[config.mk]
export PLATFORM = sky130hd
export DESIGN_NAME = pipeline_hazard_ctrl
export DESIGN_NICKNAME = d
export VERILOG_FILES = /design/src/rtl/pipeline_hazard_ctrl_pkg.sv /design/src/rtl/pipeline_hazard_ctrl_hazard_detect.sv /design/src/rtl/pipeline_hazard_ctrl.sv
export SDC_FILE = /design/constraint.sdc
export NUM_CORES = 1
export LEC_CHECK = 0
export ABC_AREA = 1
export CORE_UTILIZATION = 43
export CTS_BUF_LIST = sky130_fd_sc_hd__clkbuf_2
export DETAILED_ROUTE_END_ITERATION = 8
export HOLD_SLACK_MARGIN = 0.1
export PLACE_DENSITY = 0.78
export SLEW_MARGIN = 10
export SYNTH_ARGS = -nofsm -noshare
export SYNTH_HDL_FRONTEND = slang
export SYNTH_SLANG_ARGS = --single-unit
[constraint.sdc]
create_clock -name clk -period 1.5 [get_ports clk]
set_clock_uncertainty 0.2 [all_clocks]
set_input_delay 0.3 -clock clk [delete_from_list [all_inputs] [get_ports clk]]
set_output_delay 0.3 -clock clk [all_outputs]
set_load 0.01 [all_outputs]
[src/rtl/pipeline_hazard_ctrl_pkg.sv]
// Shared CPU constants for the pipeline hazard sequencer.
//   REG_LOG : width of an architectural register number
//   WORD    : datapath / PC width
//   ST_*    : 2-bit encodings of the hazard controller FSM
package pipeline_hazard_ctrl_pkg;

    localparam int REG_LOG = 5;
    localparam int WORD    = 32;

    localparam logic [1:0] ST_RUN        = 2'd0;
    localparam logic [1:0] ST_DIV        = 2'd1;
    localparam logic [1:0] ST_REDIR_HOLD = 2'd2;

endpackage

[src/rtl/pipeline_hazard_ctrl_hazard_detect.sv]
// hazard_detect: purely combinational load-use compare between the ID-stage
// source operands and the destination of a load sitting in EX.
//   id_rj, id_rk         : ID source register numbers
//   id_use_rj, id_use_rk : ID instruction actually reads that operand
//   ex_rd, ex_is_load    : EX destination and load flag
//   load_use             : a one-cycle bubble is required
module hazard_detect
    import pipeline_hazard_ctrl_pkg::*;
(
    input  logic [REG_LOG-1:0] id_rj,
    input  logic [REG_LOG-1:0] id_rk,
    input  logic               id_use_rj,
    input  logic               id_use_rk,
    input  logic [REG_LOG-1:0] ex_rd,
    input  logic               ex_is_load,
    output logic               load_use
);

    logic rj_hit;
    logic rk_hit;

    assign rj_hit = id_use_rj && (id_rj == ex_rd);
    assign rk_hit = id_use_rk && (id_rk == ex_rd);

    // r0 is hard-wired to zero, so a load targeting it never creates a hazard
    assign load_use = ex_is_load && (ex_rd != '0) && (rj_hit || rk_hit);

endmodule

[src/rtl/pipeline_hazard_ctrl.sv]
// pipeline_hazard_ctrl: central stall/flush sequencer for the 5-stage pipeline.
// Merges DCache/ICache stalls, load-use hazards, the multi-cycle divider and
// EX-stage redirects into per-register stall (hold) and flush (bubble) strobes.
//   clk, rst                      : clock, synchronous active-high reset
//   icache_stall, dcache_stall    : cache misses in progress
//   id_rj/id_rk, id_use_rj/rk     : ID operands
//   ex_rd, ex_is_load             : EX destination / load flag
//   ex_div_start                  : new divide issued in EX (pulse)
//   ex_redirect, ex_target        : EX mispredict and its target
//   pc_stall, stall_*             : hold the register
//   flush_*                       : load a bubble into the register
//   redirect_valid, redirect_pc   : registered one-cycle PC redirect
//   div_busy                      : divider occupying EX
//   stall_cnt                     : wrapping count of pc_stall cycles
//
// state      | meaning
// -----------+---------------------------------------------------------
// RUN        | normal flow; combinational hazards only
// DIV        | divide in EX; upstream held, EX_MEM fed bubbles
// REDIR_HOLD | redirect target latched, waiting for ICache miss to end
module pipeline_hazard_ctrl
    import pipeline_hazard_ctrl_pkg::*;
#(
    parameter int DIV_CYCLES = 16,
    parameter int PERF_W     = 32
) (
    input  logic               clk,
    input  logic               rst,
    input  logic               icache_stall,
    input  logic               dcache_stall,
    input  logic [REG_LOG-1:0] id_rj,
    input  logic [REG_LOG-1:0] id_rk,
    input  logic               id_use_rj,
    input  logic               id_use_rk,
    input  logic [REG_LOG-1:0] ex_rd,
    input  logic               ex_is_load,
    input  logic               ex_div_start,
    input  logic               ex_redirect,
    input  logic [WORD-1:0]    ex_target,
    output logic               pc_stall,
    output logic               stall_if_id,
    output logic               stall_id_ex,
    output logic               stall_ex_mem,
    output logic               flush_if_id,
    output logic               flush_id_ex,
    output logic               flush_ex_mem,
    output logic               flush_mem_wb,
    output logic               redirect_valid,
    output logic [WORD-1:0]    redirect_pc,
    output logic               div_busy,
    output logic [PERF_W-1:0]  stall_cnt
);

    localparam int CNT_W = (DIV_CYCLES > 2) ? $clog2(DIV_CYCLES) : 1;
    localparam logic [CNT_W-1:0] CNT_INIT = CNT_W'(DIV_CYCLES - 1);

    logic [1:0]       state;
    logic [CNT_W-1:0] div_cnt;
    logic             load_use;

    hazard_detect u_hazard_detect (
        .id_rj      (id_rj),
        .id_rk      (id_rk),
        .id_use_rj  (id_use_rj),
        .id_use_rk  (id_use_rk),
        .ex_rd      (ex_rd),
        .ex_is_load (ex_is_load),
        .load_use   (load_use)
    );

    assign div_busy = (state == ST_DIV);

    // Exactly one hazard source shapes the strobes each cycle, so a register
    // is never asked to stall and flush at the same time.
    always_comb begin
        pc_stall     = 1'b0;
        stall_if_id  = 1'b0;
        stall_id_ex  = 1'b0;
        stall_ex_mem = 1'b0;
        flush_if_id  = 1'b0;
        flush_id_ex  = 1'b0;
        flush_ex_mem = 1'b0;
        flush_mem_wb = 1'b0;
        if (dcache_stall) begin
            pc_stall     = 1'b1;
            stall_if_id  = 1'b1;
            stall_id_ex  = 1'b1;
            stall_ex_mem = 1'b1;
            flush_mem_wb = 1'b1;
        end else if (state == ST_DIV) begin
            pc_stall     = 1'b1;
            stall_if_id  = 1'b1;
            stall_id_ex  = 1'b1;
            flush_ex_mem = 1'b1;
        end else if (state == ST_REDIR_HOLD) begin
            // Keep the wrong-path fetch out of IF_ID until the target can be issued
            pc_stall    = 1'b1;
            flush_if_id = 1'b1;
        end else if (ex_redirect) begin
            flush_if_id = 1'b1;
            flush_id_ex = 1'b1;
        end else if (load_use) begin
            pc_stall    = 1'b1;
            stall_if_id = 1'b1;
            flush_id_ex = 1'b1;
        end else if (icache_stall) begin
            pc_stall    = 1'b1;
            flush_if_id = 1'b1;
        end
    end

    always_ff @(posedge clk) begin
        if (rst) begin
            state          <= ST_RUN;
            div_cnt        <= '0;
            redirect_valid <= 1'b0;
            redirect_pc    <= '0;
            stall_cnt      <= '0;
        end else begin
            redirect_valid <= 1'b0;
            if (pc_stall) begin
                stall_cnt <= stall_cnt + PERF_W'(1);
            end
            case (state)
                ST_RUN: begin
                    if (!dcache_stall) begin
                        // A divide cannot also be a branch; the divide is honoured first
                        if (ex_div_start) begin
                            state   <= ST_DIV;
                            div_cnt <= CNT_INIT;
                        end else if (ex_redirect) begin
                            redirect_pc <= ex_target;
                            if (icache_stall) begin
                                state <= ST_REDIR_HOLD;
                            end else begin
                                redirect_valid <= 1'b1;
                            end
                        end
                    end
                end
                ST_DIV: begin
                    // The divider is frozen along with EX while MEM waits on the DCache
                    if (!dcache_stall) begin
                        if (div_cnt == '0) begin
                            state <= ST_RUN;
                        end else begin
                            div_cnt <= div_cnt - CNT_W'(1);
                        end
                    end
                end
                ST_REDIR_HOLD: begin
                    if (!icache_stall) begin
                        state          <= ST_RUN;
                        redirect_valid <= 1'b1;
                    end
                end
                default: begin
                    state <= ST_RUN;
                end
            endcase
        end
    end

endmodule

==> flow_summary.yaml <==
timing:
  timing.final.hold_violations: 0
  finalSetupViolCount: 144
  tns_ns: -47.16
  min_period_ns: 2.26
  period_share_pct: 150
  whs_ns: 0.0767
  worstMarginPinSlew_ns: 0.495
  slew_headroom_pct: 66.6
  rsz0062_at_grt: "true"
  drv_slew: 0
  fin_ws_ns: -0.755
  fmax_mhz: 443
route:
  drt_iter0_markers: 562
  vias_per_cell: 6.25
  drt-wirelength-per-cell_um: 24.1
  met2WireLength_mm: 10.5
  drt_wl_total_mm: 22.9
  postRouteAntennaNets: 0
  top_layer: "met4"
  drtPass1Iterations: 9
  met1_length_mm: 7.27
  drc: 0
  via_count: 5933
  route.met3.wl_mm: 2.64
critical_path:
  r2r-end: "stall_cnt[30]"
  cp_top_family: "flip-flops"
  ff2ff_path_depth: 10
  startpoint: "state[0]"
  path_cells: "inv_4 > nor2_4 > nor2_4 > inv_2 > nor2_4 > buf_6 > nand2_8 > buf_6"
  criticalPathCategory: "reg -> out"
  arrival_ns: 1.76
  cp_slowest_stage_delay_ns: 0.41
  cp.depth: 8
  crit_path_end: "pc_stall"
  path_max_fanout: 3
  ff2ff_setup_slack_ns: -0.70
  critPathBufInv: 4
  r2r_start: "stall_cnt[14]"
  critPathRequiredTime_ns: 1.00
  start_kind: "flip-flop"
  cpMaxStageDelayCell: "dfxtp_4"
  end_kind: "output pin"
  cpMostUsedCell: "nor2_4"
synth:
  syn-num-nets: 611
  async_reset_ff_share_pct: 0
  syn-mean-instance-area_um2: 6.90
  synth_top_cell_by_area: "dfxtp_1"
  synth_top_family_by_area: "simple AND/OR/NAND/NOR gates"
  ys_seq_elements: 71
  yosys.area_share.simple_pct: 29.6
  synth-xor-area-share_pct: 6.43
  seq_area_frac_synth_pct: 37.3
  yosysWarnings: 0
  synthCells: 553
  synth_top_flop_cell: "dfxtp_1"
  synth.distinct_cells: 34
  ys_top_cells_by_area: "dfxtp_1 37%, nand2_1 12%, a21oi_1 8.7%"
  synthAdderAreaFrac_pct: 0.656
  netlist_top_cells_count: "118 x nand2_1, 71 x dfxtp_1, 66 x a21oi_1"
  yosysMostFrequentCell: "nand2_1"
  netlist_area_um2: 3810
  synth_compound_area_share_pct: 15.3
  yosys-mux-area-fraction_pct: 0
  synth_top_area_share_pct: 37.3
  synth-edff-count: 0
clocking:
  cts_tree: "done"
  clk_pin_slew_ns: 0.23
  clockBufferDepth: 2
  cts_max_level: 3
  clock_sinks: 71
  root_buffer: "clkbuf_2"
  insertion_delay_ns: 0.61
  cts_made_buffers: 9
die:
  dieArea_um2: 9250
  initial_utilization_pct: 45.5
  dieWidth_um: 96.2
  core_area_um2: 8380
  die_h_um: 96.2
  fp-row-count: 33
  io_pins: 130
final_layout:
  drive_gt1_share_pct: 60.1
  area_growth_syn_to_layout_pct: 108
  nets: 898
  n_antenna_cell: 0
power:
  leakage_uw: 0.00361
  p_seq_share_pct: 42.0
  clockPowerShare_pct: 28.9
  power.total_uw: 4860
  p_int_uw: 3210
  ir_worst_vdd_v: 0.000387
  p_switching_uw: 1650
  p_sw_share_pct: 33.9
  p_per_area_nw_per_um2: 613
  power_frac_comb_pct: 29.1
status:
  violations: "setup timing"
  status: "finished, violations left"
hold_path:
  holdPathStages: 3
  hold_path_class: "in -> reg"
global_routing:
  grt_pass1_vias: 5257
  grt_max_degree: 33
  grt_first_pass_wirelength_mm: 25.7
  grtUsageTotal_pct: 37.2
  antenna_found_initial: 0
  gr-total-overflow: 0
placement:
  numPortBuffers: 129
  place.gp.congestion: 0.932
  dpl.hpwl_mm: 8.45
flow_run:
  maxCapViolations: 0
## repair_timing
action,CTS,global route
endpoints found under the setup margin,145,143
resized for setup,634,111
buffers inserted,73,35
cloned,4,2
endpoints found under the hold margin,0,4
hold buffers,0,4
pin swaps,76,65
## how the worst min path moves through the flow
stage	start	endpoint	slack, ns
2_1_floorplan	icache_stall	redirect_valid	0.18
3_3_place_gp	redirect_pc[23]	redirect_pc[23]	0.23
3_5_place_dp	redirect_pc[28]	redirect_pc[28]	0.23
4_1_cts	ex_target[8]	redirect_pc[8]	0.12
5_1_grt	ex_target[16]	redirect_pc[16]	0.09
6_report	ex_target[16]	redirect_pc[16]	0.08
## worst reg2reg max path, stage by stage (launching register included)
cell and delay [ns]:
dfxtp_2 0.41, buf_6 0.12, nand2_1 0.16, nor2_2 0.24, nand2_1 0.16, nor3_1 0.39
nand2_1 0.12, nand2_1 0.12, nand2_1 0.07, nand2_1 0.09, a21oi_2 0.05
## through the flow
| step | std cells | worst slack, ns | util [%] | cell area [um2] |
|---|---|---|---|---|
| 2_1_floorplan | 553 | -0.205 | - | 3910 |
| 6_report | 950 | -0.755 | 94.6 | 7930 |
| 5_1_grt | 950 | -0.798 | 94.6 | 7930 |
| 4_1_cts | 928 | -0.608 | 87.4 | 7330 |
| 3_5_place_dp | 843 | -1.18 | 69.8 | 5850 |
| 3_3_place_gp | 843 | -1.13 | 69.8 | 5850 |
## cell families after synthesis
kind of cell    after synthesis
simple gates                241
compound gates              112
buf+inv                      99
flops                        71
xor+xnor                     28
fa+ha+maj                     2
## sequential cells by signal, summed over array words and instances (netlist names)
signal / count
redirect_pc: 32
stall_cnt: 32
div_cnt: 4
state: 2
redirect_valid: 1
## final cells by class
cell class / count / area (um2)
repair buffers: 301 / 3040
multi-input cells: 383 / 2810
flip-flops and latches: 71 / 1530
fillers: 223 / 450
inverters: 74 / 292
well taps: 105 / 131
clock inverters: 7 / 96.3
clock buffers: 9 / 45.0
## power by group through the flow
stage	Sequential [uW]	Combinational (uW)	Clock, uW
floorplan	2090	401	0
global placement	2060	910	0
detailed placement	2060	926	0
CTS	2030	1150	1330
global route	2050	1470	1470
finish	2040	1410	1400
## layer usage
metal	up-vias	global-route usage, %
met1	2727	38.0
met5	-	0
li1	2358	-
met2	587	66.5
met3	261	9.00
met4	0	25.5
## cells in the final DEF (no fill, tap or decap), types with 4 or more instances in the layout
| cell type | count |
|---|---|
| buf_6 | 130 |
| buf_4 | 95 |
| nand2_1 | 92 |
| inv_1 | 57 |
| dfxtp_2 | 57 |
| nand3_1 | 42 |
| a21oi_2 | 41 |
| clkdlybuf4s50_1 | 37 |
| a21oi_1 | 26 |
| o21ai_2 | 24 |
| nand2_2 | 23 |
| nor2_1 | 17 |
| dlygate4sd2_1 | 17 |
| xor2_1 | 15 |
| nor2_4 | 14 |
| nor2_2 | 13 |
| inv_2 | 12 |
| nor3_4 | 11 |
| o21ai_4 | 10 |
| nand2_4 | 9 |
| clkbuf_2 | 9 |
| dfxtp_4 | 9 |
| nor3_2 | 6 |
| xnor2_1 | 5 |
| dfxtp_1 | 5 |
| buf_12 | 5 |
| nand4_1 | 4 |
| o21ai_0 | 4 |
| inv_4 | 4 |
| xnor2_2 | 4 |
| xor2_2 | 4 |
| dlygate4sd3_1 | 4 |
| buf_2 | 4 |
Power figures use the tool's default switching activity.
